[config.mk]
export PLATFORM = sky130hd
export DESIGN_NAME = fmul_seq
export DESIGN_NICKNAME = d
export VERILOG_FILES = /design/src/rtl/fmul_seq.sv
export SDC_FILE = /design/constraint.sdc
export NUM_CORES = 1
export LEC_CHECK = 0
export BUFFER_PORTS_ARGS = -buffer_cell sky130_fd_sc_hd__buf_2
export CAP_MARGIN = 20
export CORE_MARGIN = 2
export CORE_UTILIZATION = 32
export CTS_BUF_LIST = sky130_fd_sc_hd__clkbuf_2
export CTS_CLUSTER_DIAMETER = 50
export DETAILED_ROUTE_END_ITERATION = 8
export HOLD_SLACK_MARGIN = 0.05
export PLACE_DENSITY = 0.56
export SLEW_MARGIN = 40
export SYNTH_ARGS = -nofsm -noshare
export SYNTH_HDL_FRONTEND = slang
export SYNTH_SLANG_ARGS = --single-unit
[constraint.sdc]
create_clock -name clock -period 4.1 [get_ports clock]
set_clock_uncertainty 0.2 [all_clocks]
set_input_delay 0.615 -clock clock [delete_from_list [all_inputs] [get_ports clock]]
set_output_delay 0.615 -clock clock [all_outputs]
set_load 0.02 [all_outputs]
[src/rtl/fmul_seq.sv]
// Sequential IEEE-754 single-precision multiplier: 24-cycle shift-add mantissa product,
// then normalise, round-to-nearest-even and finish, for a fixed 27-cycle latency.
module fmul_seq (
    input  logic        clock,
    input  logic        reset,
    input  logic        start,
    input  logic [31:0] a,
    input  logic [31:0] b,
    output logic [31:0] y,
    output logic        done,
    output logic        busy
);
    typedef enum logic [2:0] {IDLE, MUL, NORM, RND, FIN} state_t;

    state_t             state_q, state_d;
    logic        [4:0]  cnt_q, cnt_d;
    logic        [23:0] ma_q, ma_d, mb_q, mb_d;
    logic        [47:0] prod_q, prod_d;
    logic signed [9:0]  exp_q, exp_d;
    logic               sign_q, sign_d;
    logic               spec_q, spec_d;
    logic        [31:0] spec_val_q, spec_val_d;
    logic        [23:0] mant_q, mant_d;
    logic        [2:0]  grs_q, grs_d;
    logic        [31:0] y_q, y_d;

    logic               a_zero, b_zero, a_inf, b_inf, a_nan, b_nan, op_sign;
    logic        [47:0] add_term;
    logic               round_up;
    logic        [24:0] rsum;
    logic signed [9:0]  exp_r;
    logic        [22:0] frac_r;

    assign a_zero  = (a[30:23] == 8'h00);
    assign b_zero  = (b[30:23] == 8'h00);
    assign a_inf   = (a[30:23] == 8'hFF) && (a[22:0] == 23'd0);
    assign b_inf   = (b[30:23] == 8'hFF) && (b[22:0] == 23'd0);
    assign a_nan   = (a[30:23] == 8'hFF) && (a[22:0] != 23'd0);
    assign b_nan   = (b[30:23] == 8'hFF) && (b[22:0] != 23'd0);
    assign op_sign = a[31] ^ b[31];

    assign add_term = mb_q[cnt_q] ? ({24'd0, ma_q} << cnt_q) : 48'd0;

    // Guard must be set, then round up on anything beyond a tie or an odd lsb.
    assign round_up = grs_q[2] & (grs_q[1] | grs_q[0] | mant_q[0]);
    assign rsum     = {1'b0, mant_q} + {24'd0, round_up};
    assign exp_r    = exp_q + $signed({9'd0, rsum[24]});
    assign frac_r   = rsum[24] ? rsum[23:1] : rsum[22:0];

    always_comb begin
        state_d    = state_q;
        cnt_d      = cnt_q;
        ma_d       = ma_q;
        mb_d       = mb_q;
        prod_d     = prod_q;
        exp_d      = exp_q;
        sign_d     = sign_q;
        spec_d     = spec_q;
        spec_val_d = spec_val_q;
        mant_d     = mant_q;
        grs_d      = grs_q;
        y_d        = y_q;
        case (state_q)
            IDLE: begin
                if (start) begin
                    state_d    = MUL;
                    cnt_d      = 5'd0;
                    ma_d       = {1'b1, a[22:0]};
                    mb_d       = {1'b1, b[22:0]};
                    prod_d     = 48'd0;
                    sign_d     = op_sign;
                    exp_d      = $signed({2'b00, a[30:23]}) + $signed({2'b00, b[30:23]}) - 10'sd127;
                    spec_d     = 1'b1;
                    if (a_nan || b_nan || (a_inf && b_zero) || (b_inf && a_zero))
                        spec_val_d = 32'h7FC0_0000;
                    else if (a_inf || b_inf)
                        spec_val_d = {op_sign, 8'hFF, 23'd0};
                    else if (a_zero || b_zero)
                        spec_val_d = {op_sign, 31'd0};
                    else begin
                        spec_d     = 1'b0;
                        spec_val_d = 32'd0;
                    end
                end
            end
            MUL: begin
                prod_d = prod_q + add_term;
                if (cnt_q == 5'd23) begin
                    cnt_d   = 5'd0;
                    state_d = NORM;
                end else begin
                    cnt_d = cnt_q + 5'd1;
                end
            end
            NORM: begin
                state_d = RND;
                if (prod_q[47]) begin
                    mant_d = prod_q[47:24];
                    grs_d  = {prod_q[23], prod_q[22], |prod_q[21:0]};
                    exp_d  = exp_q + 10'sd1;
                end else begin
                    mant_d = prod_q[46:23];
                    grs_d  = {prod_q[22], prod_q[21], |prod_q[20:0]};
                end
            end
            RND: begin
                state_d = FIN;
                exp_d   = exp_r;
                if (spec_q)
                    y_d = spec_val_q;
                else if (exp_r >= 10'sd255)
                    y_d = {sign_q, 8'hFF, 23'd0};
                else if (exp_r <= 10'sd0)
                    y_d = {sign_q, 31'd0};
                else
                    y_d = {sign_q, exp_r[7:0], frac_r};
            end
            FIN:     state_d = IDLE;
            default: state_d = IDLE;
        endcase
    end

    always_ff @(posedge clock) begin
        if (reset) begin
            state_q    <= IDLE;
            cnt_q      <= 5'd0;
            ma_q       <= 24'd0;
            mb_q       <= 24'd0;
            prod_q     <= 48'd0;
            exp_q      <= 10'sd0;
            sign_q     <= 1'b0;
            spec_q     <= 1'b0;
            spec_val_q <= 32'd0;
            mant_q     <= 24'd0;
            grs_q      <= 3'd0;
            y_q        <= 32'd0;
        end else begin
            state_q    <= state_d;
            cnt_q      <= cnt_d;
            ma_q       <= ma_d;
            mb_q       <= mb_d;
            prod_q     <= prod_d;
            exp_q      <= exp_d;
            sign_q     <= sign_d;
            spec_q     <= spec_d;
            spec_val_q <= spec_val_d;
            mant_q     <= mant_d;
            grs_q      <= grs_d;
            y_q        <= y_d;
        end
    end

    assign y    = y_q;
    assign done = (state_q == FIN);
    assign busy = (state_q != IDLE);
endmodule

Word-level counts from Yosys, hierarchy flattened
Index checks and enable logic that the tools add are counted.
Operators by class
  divide/modulo/power cells: 0
  shifts and indexed selects: 1
  magnitude comparators: 3
  equality and inequality tests: 10
  multiply operators: 0
  muxes and demuxes: 26
  bitwise gates (word level): 4
  add/sub/neg operators: 7
  reduce and logical (&&, ||, !) cells: 27
Operators with widths (number)
  two-way mux 32 bit: 4
  two-way mux 48 bit: 2
  one-hot mux 48 bit (2 select lines): 1
  two-way mux 31 bit: 2
  adder 48 bit: 1
  left shift 24 x 5 -> 48 bit: 1
  zero test 23 bit: 2
  nonzero test 23 bit: 2
  one-hot mux 10 bit (3 select lines): 1
  adder 24 x 1 -> 25 bit: 1
  two-way mux 24 bit: 1
  two-way mux 23 bit: 1
  OR reduction 22 bit: 1
  OR reduction 21 bit: 1
  two-way mux 10 bit: 2
  equality test 8 bit (second input constant): 2
  zero test 8 bit: 2
  one-hot mux 3 bit (4 select lines): 1
  adder 10 x 2 -> 10 bit: 1
  adder 10 x 2 -> 10 bit (second input constant): 1
  greater-or-equal comparator 10 x 9 -> 1 bit (second input constant): 1
  less-or-equal comparator 10 x 1 -> 1 bit (second input constant): 1
  two-way mux 5 bit: 2
  one-hot mux 5 bit (2 select lines): 1
  22 further kinds: 43
Storage, ports and cells
  input port bits: 67
  bits in latches: 0
  memory bits (writable): 0
  memory bits (read-only): 0
  output and inout bits: 34
  register bits: 207
  memories: 0
  word-level logic and storage cells: 90

Logic depth before layout (Yosys ltp)
  word-level depth: 9
  depth in mapped cells: 22
  mapped depth without buffers: 19

Worst setup path before layout
OpenSTA, ideal clock, no wires.
  kind: flip-flop to flip-flop
  from: register cnt_q[0]
  to: register prod_q[47]
  data required time: 3777 ps
  cell stages (with the launch flop): 20
  arrival time: 4169 ps
  period minus slack after synthesis: 4492 ps
  setup time: 123 ps
  setup slack: -392 ps
  path buffers: 4
  cell sequence: dfxtp_1 -> buf_6 -> mux4_2 -> mux4_2 -> nand2_4 -> and2_1 -> buf_4 -> buf_6 -> nor2_1 -> ha_1 -> buf_2 -> nand4_2 -> nor2_2 -> nand4_1 -> a21oi_2 -> o211ai_2 -> a211oi_2 -> nor2_1 -> o41ai_2 -> mux2_1
Between the ends
  longest elaborated chain between the ends: 5
  elaborated cells between the ends (all ways): 6
  classes of those cells: add/sub: 1; shift: 1; mux: 4
Ends and longest elaborated chain
  start: declaration: RTL line 16  | logic [4:0] cnt_q, cnt_d;
  start signal: assignment: RTL line 139  | cnt_q <= cnt_d;
  binary-select mux 1 bit (select 5 bit): RTL line 42  | assign add_term = mb_q[cnt_q] ? ({24'd0, ma_q} << cnt_q) : 48'd0;
  two-way mux 1 bit (implied by the code): RTL line 42
  two-way mux 48 bit (*): RTL line 42
  adder 48 bit (*): RTL line 87  | prod_d = prod_q + add_term;
  one-hot mux 48 bit (2 select lines) (*): RTL line 63  | case (state_q)
  end signal: assignment: RTL line 142  | prod_q <= prod_d;
  end: declaration: RTL line 18  | logic [47:0] prod_q, prod_d;
Every way passes the cells marked *; elsewhere a longest branch is shown, timed or not. The select of a mux whose other input is x is not followed.
A chain may end at the register's enable or synchronous reset.

Worst setup path in the final report
  from: register cnt_q[0]
  to: register prod_q[37]
Same word-level chain as after synthesis.

==> metrics <==
number of enable flip-flop cells after synthesis 0; pin slew with the least headroom to its limit 0.660 ns; Num CTS Buffers 17; remaining antenna violation count 0; sum of overflow across all layers after global routing 0; Synth Flop Type sky130_fd_sc_hd__dfxtp_1; setup repair after global routing missed its margin yes; Worst Hold Margin 0.150 ns; part of the total power dissipated in combinational logic 22.2%; WP data arrival 4.97 ns; clock share of power 27.3%; slowest stage delay, CP 0.58 ns; cell-by-cell trace of the critical path buf_6 > mux4_2 > mux4_2 > nand2_4 > and2_4 > buf_12 > nor2_4 > ha_4 > buf_4 > a211oi_2 > nor2_2 > a211oi_4 > nand4b_1 > o221a_2 > o31ai_4 > buf_4 > o31ai_2 > xnor2_1 > o21ai_0; via count of the first global-routing pass 13100; share of flip-flops with an asynchronous set or reset 0%; category of the worst setup path capture point flip-flop; number of filler cells placed in the layout 3791; number of distinct library cells after synthesis 82; placement row count 72; class of the most critical hold timing path primary input to flip-flop; Worst slew margin 55.6%; final setup violation count 21; worst path bufs/invs 4; vertical die dimension 202 um; Slew Viols, Final 0; clock insertion delay at the later pin of the skew report 0.86 ns; post-detailed-placement half-perimeter wirelength 30400 um; Flop pwr share 50.5%; Required @ worst endpoint 4.68 ns; maximum number of pins on one net before global-route repair 56; end-of-flow core utilization 44.8%; gr usage total 19.7%; total die area 40800 um2; final count of hold timing violations 0; minimum clock period 4.39 ns; initial core utilization 32.4%; Max stage delay cell, worst path sky130_fd_sc_hd__mux4_2; worst IR drop on VDD 0.000210 V; violated checks setup timing; critical path class flip-flop to flip-flop; kind of cell adding the most delay to the critical path compound AO/OA/AOI/OAI gates; Power Internal 2.44 mW; count of state elements after synthesis 177; clock tree from TritonCTS done; P&R area growth vs syn 38.3%; buffer cell driving the clock tree root sky130_fd_sc_hd__clkbuf_2; number of buffers inserted by port buffering 100; post-synthesis instance area 12500 um2; largest fanout on the critical path 4; final routed wirelength across all metal layers 41500 um; horizontal die dimension 202 um; Synth Instances 1652; first-pass iteration count of the detailed router 8; CTS HTree Levels 4; sequential-to-total area share from yosys stat 28.3%; Mean Syn Cell Area 7.58 um2; power density over the cells 208 nW/um2; Vias 13300; max frequency 228 MHz; clock tree sinks 177; fraction of power spent switching nets 32.3%; clock-pin slew of the registers on the worst-case setup and hold paths 0.28 ns; Starting DRT DRC Count 868; count of nets after finishing 2151; setup ws final -0.291 ns; number of antenna violations at the first check in global routing 2; net count after synthesis 1788; kind of start point of the critical path flip-flop; first-pass GRT wire length 65500 um; total number of yosys warnings 0; number of buffers on the longest clock path 2; share of the clock period used by the worst path 107%; Boundary Pins 101; global placer's final weighted congestion 0.931; status finished with violations; static power due to leakage 6.82 nW; detailed-route vias per instance 5.23; max-capacitance violation count 0; Core ar. 38600 um2; detail-routed net length per standard cell 16.3 um; ratio of cells with drive above 1 in the final layout 30.6%; net switching power 1.17 mW; number of remaining DRC errors 0
-- what timing repair did --
action                     CTS  global route
hold buffers                55             0
gates resized for setup    105           118
pin swaps                   37            51
hold endpoints to repair    76             0
gates cloned                 1             0
setup endpoints to repair   53            64
buffers inserted            32            26
-- routing by layer --
layer | vias to the layer above | routed length (um) | track usage (%)
met1 | 6292 | 18300 | 24.5
met2 | 274 | 20200 | 34.1
li1 | 6688 | - | -
met5 | - | 0 | 0
met3 | 65 | 1860 | 3.50
met4 | 0 | 1140 | 6.64
-- synthesized netlist by cell type (11+ instances only) --
cell type                  number  area [um2]
sky130_fd_sc_hd__inv_1         29         109
sky130_fd_sc_hd__nand4_1       24         150
sky130_fd_sc_hd__nand2_1      260         976
sky130_fd_sc_hd__nor2_1       170         638
sky130_fd_sc_hd__buf_2         16        80.1
sky130_fd_sc_hd__a31oi_1       11        68.8
sky130_fd_sc_hd__nor4_1        23         144
sky130_fd_sc_hd__nand3_1       59         295
sky130_fd_sc_hd__xnor2_1       44         385
sky130_fd_sc_hd__mux4_2        16         360
sky130_fd_sc_hd__o21ai_0       90         450
sky130_fd_sc_hd__clkbuf_1      68         255
sky130_fd_sc_hd__and2_1        16         100
sky130_fd_sc_hd__and3_1        15        93.8
sky130_fd_sc_hd__a211oi_1      46         345
sky130_fd_sc_hd__nor3_1        34         170
sky130_fd_sc_hd__o21ai_1       18        90.1
sky130_fd_sc_hd__dfxtp_1      177        3540
sky130_fd_sc_hd__a21o_1        18         135
sky130_fd_sc_hd__a21oi_1      176         881
sky130_fd_sc_hd__mux2i_1       58         581
sky130_fd_sc_hd__mux2_2        15         169
sky130_fd_sc_hd__xor2_1        29         254
sky130_fd_sc_hd__nor2b_1       20         125
sky130_fd_sc_hd__ha_1          67         838
-- logic make-up after synthesis --
family                   count (synthesis)  share of synthesized area (%)
AND/OR/NAND/NOR                        659                           24.0
AO/OA/AOI/OAI                          451                           22.2
flip-flops                             177                           28.3
buffers and inverters                  133                           4.50
multiplexers                            90                           8.95
XOR/XNOR                                73                           5.10
adder cells (fa/ha/maj)                 69                           7.01
-- worst reg2reg max path, stage by stage, from the launching register on --
cell and delay [ns]:
sky130_fd_sc_hd__dfxtp_4 0.42, sky130_fd_sc_hd__buf_6 0.12, sky130_fd_sc_hd__mux4_2 0.48, sky130_fd_sc_hd__mux4_2 0.58
sky130_fd_sc_hd__nand2_4 0.12, sky130_fd_sc_hd__and2_4 0.18, sky130_fd_sc_hd__buf_12 0.13, sky130_fd_sc_hd__nor2_4 0.05
sky130_fd_sc_hd__ha_4 0.22, sky130_fd_sc_hd__buf_4 0.14, sky130_fd_sc_hd__a211oi_2 0.21, sky130_fd_sc_hd__nor2_2 0.09
sky130_fd_sc_hd__a211oi_4 0.20, sky130_fd_sc_hd__nand4b_1 0.12, sky130_fd_sc_hd__o221a_2 0.31, sky130_fd_sc_hd__o31ai_4 0.28
sky130_fd_sc_hd__buf_4 0.17, sky130_fd_sc_hd__o31ai_2 0.07, sky130_fd_sc_hd__xnor2_1 0.15, sky130_fd_sc_hd__o21ai_0 0.08
-- power by group through the flow --
stage               Sequential (mW)  Clock (mW)  Combinational [mW]
floorplan                      1.83           0               0.428
global placement               1.86           0               0.671
detailed placement             1.86           0               0.677
CTS                            1.83        1.02               0.757
global route                   1.84        1.09               0.871
finish                         1.83       0.986               0.801
-- stage by stage --
step / std cells / area [um2] / setup TNS, ns / setup slack (ns) / power, mW
after floorplan: 1652 / 12600 / -0.334 / -0.138 / 2.26
after global placement: 2399 / 15100 / -6.68 / -0.325 / 2.53
after detailed placement: 2401 / 15100 / -8.43 / -0.374 / 2.54
after CTS: 2520 / 16600 / -2.41 / -0.275 / 3.61
after global routing: 2548 / 17300 / -7.09 / -0.441 / 3.80
final: 2548 / 17300 / -3.21 / -0.291 / 3.61
-- sequential cells by signal, indices dropped and copies added, names as in the netlist --
| signal | flops |
|---|---|
| prod_q | 48 |
| y | 32 |
| ma_q | 24 |
| mant_q | 24 |
| mb_q | 23 |
| exp_q | 10 |
| cnt_q | 5 |
| grs_q | 3 |
| spec_val_q | 3 |
| state_q | 3 |
| sign_q | 1 |
| spec_q | 1 |
-- layout make-up --
| type | count | area [um2] | share of cell area, % |
|---|---|---|---|
| clock inverters | 14 | 158 | 0.910 |
| repair buffers | 445 | 3380 | 19.5 |
| multi-input cells | 1343 | 9380 | 54.1 |
| flip-flops and latches | 177 | 3550 | 20.5 |
| inverters | 31 | 120 | 0.693 |
| clock buffers | 18 | 90.1 | 0.520 |
| well taps | 518 | 648 | 3.74 |
| diodes | 2 | 5.00 | 0.0289 |
-- path summary, 6_finish.rpt --
| check | start | to | slack (ns) | cells after the start |
|---|---|---|---|---|
| setup / recovery | cnt_q[0] | prod_q[37] | -0.29 | 19 |
| hold / removal | a[23] | exp_q[0] | 0.15 | 6 |
| setup reg to reg | cnt_q[0] | prod_q[37] | -0.29 | 19 |
| hold reg to reg | y[11] | y[11] | 0.27 | 2 |
-- cells in the final DEF (no fill, tap or decap), drive strengths merged, types with 8 or more instances in the layout --
| cell | synthesis | final |
|---|---|---|
| nor4 | 23 | 23 |
| a211oi | 48 | 48 |
| dfxtp | 177 | 177 |
| inv | 29 | 32 |
| dlygate4sd3 | 0 | 55 |
| xnor2 | 44 | 44 |
| nand4 | 25 | 25 |
| ha | 67 | 67 |
| and3 | 15 | 15 |
| a22oi | 9 | 9 |
| o21ai | 108 | 108 |
| and2 | 16 | 17 |
| nor2b | 20 | 20 |
| nand2 | 262 | 262 |
| o22a | 9 | 9 |
| xor2 | 29 | 29 |
| a21oi | 178 | 178 |
| a31oi | 12 | 12 |
| clkinv | 2 | 10 |
| buf | 34 | 390 |
| o21bai | 8 | 8 |
| mux4 | 16 | 16 |
| nand3 | 60 | 60 |
| clkbuf | 68 | 18 |
| nor3 | 35 | 35 |
| nor2 | 171 | 171 |
| mux2 | 16 | 16 |
| nand2b | 8 | 8 |
| mux2i | 58 | 58 |
| a21o | 18 | 18 |
No activity file was read; power rests on OpenSTA's default activity.
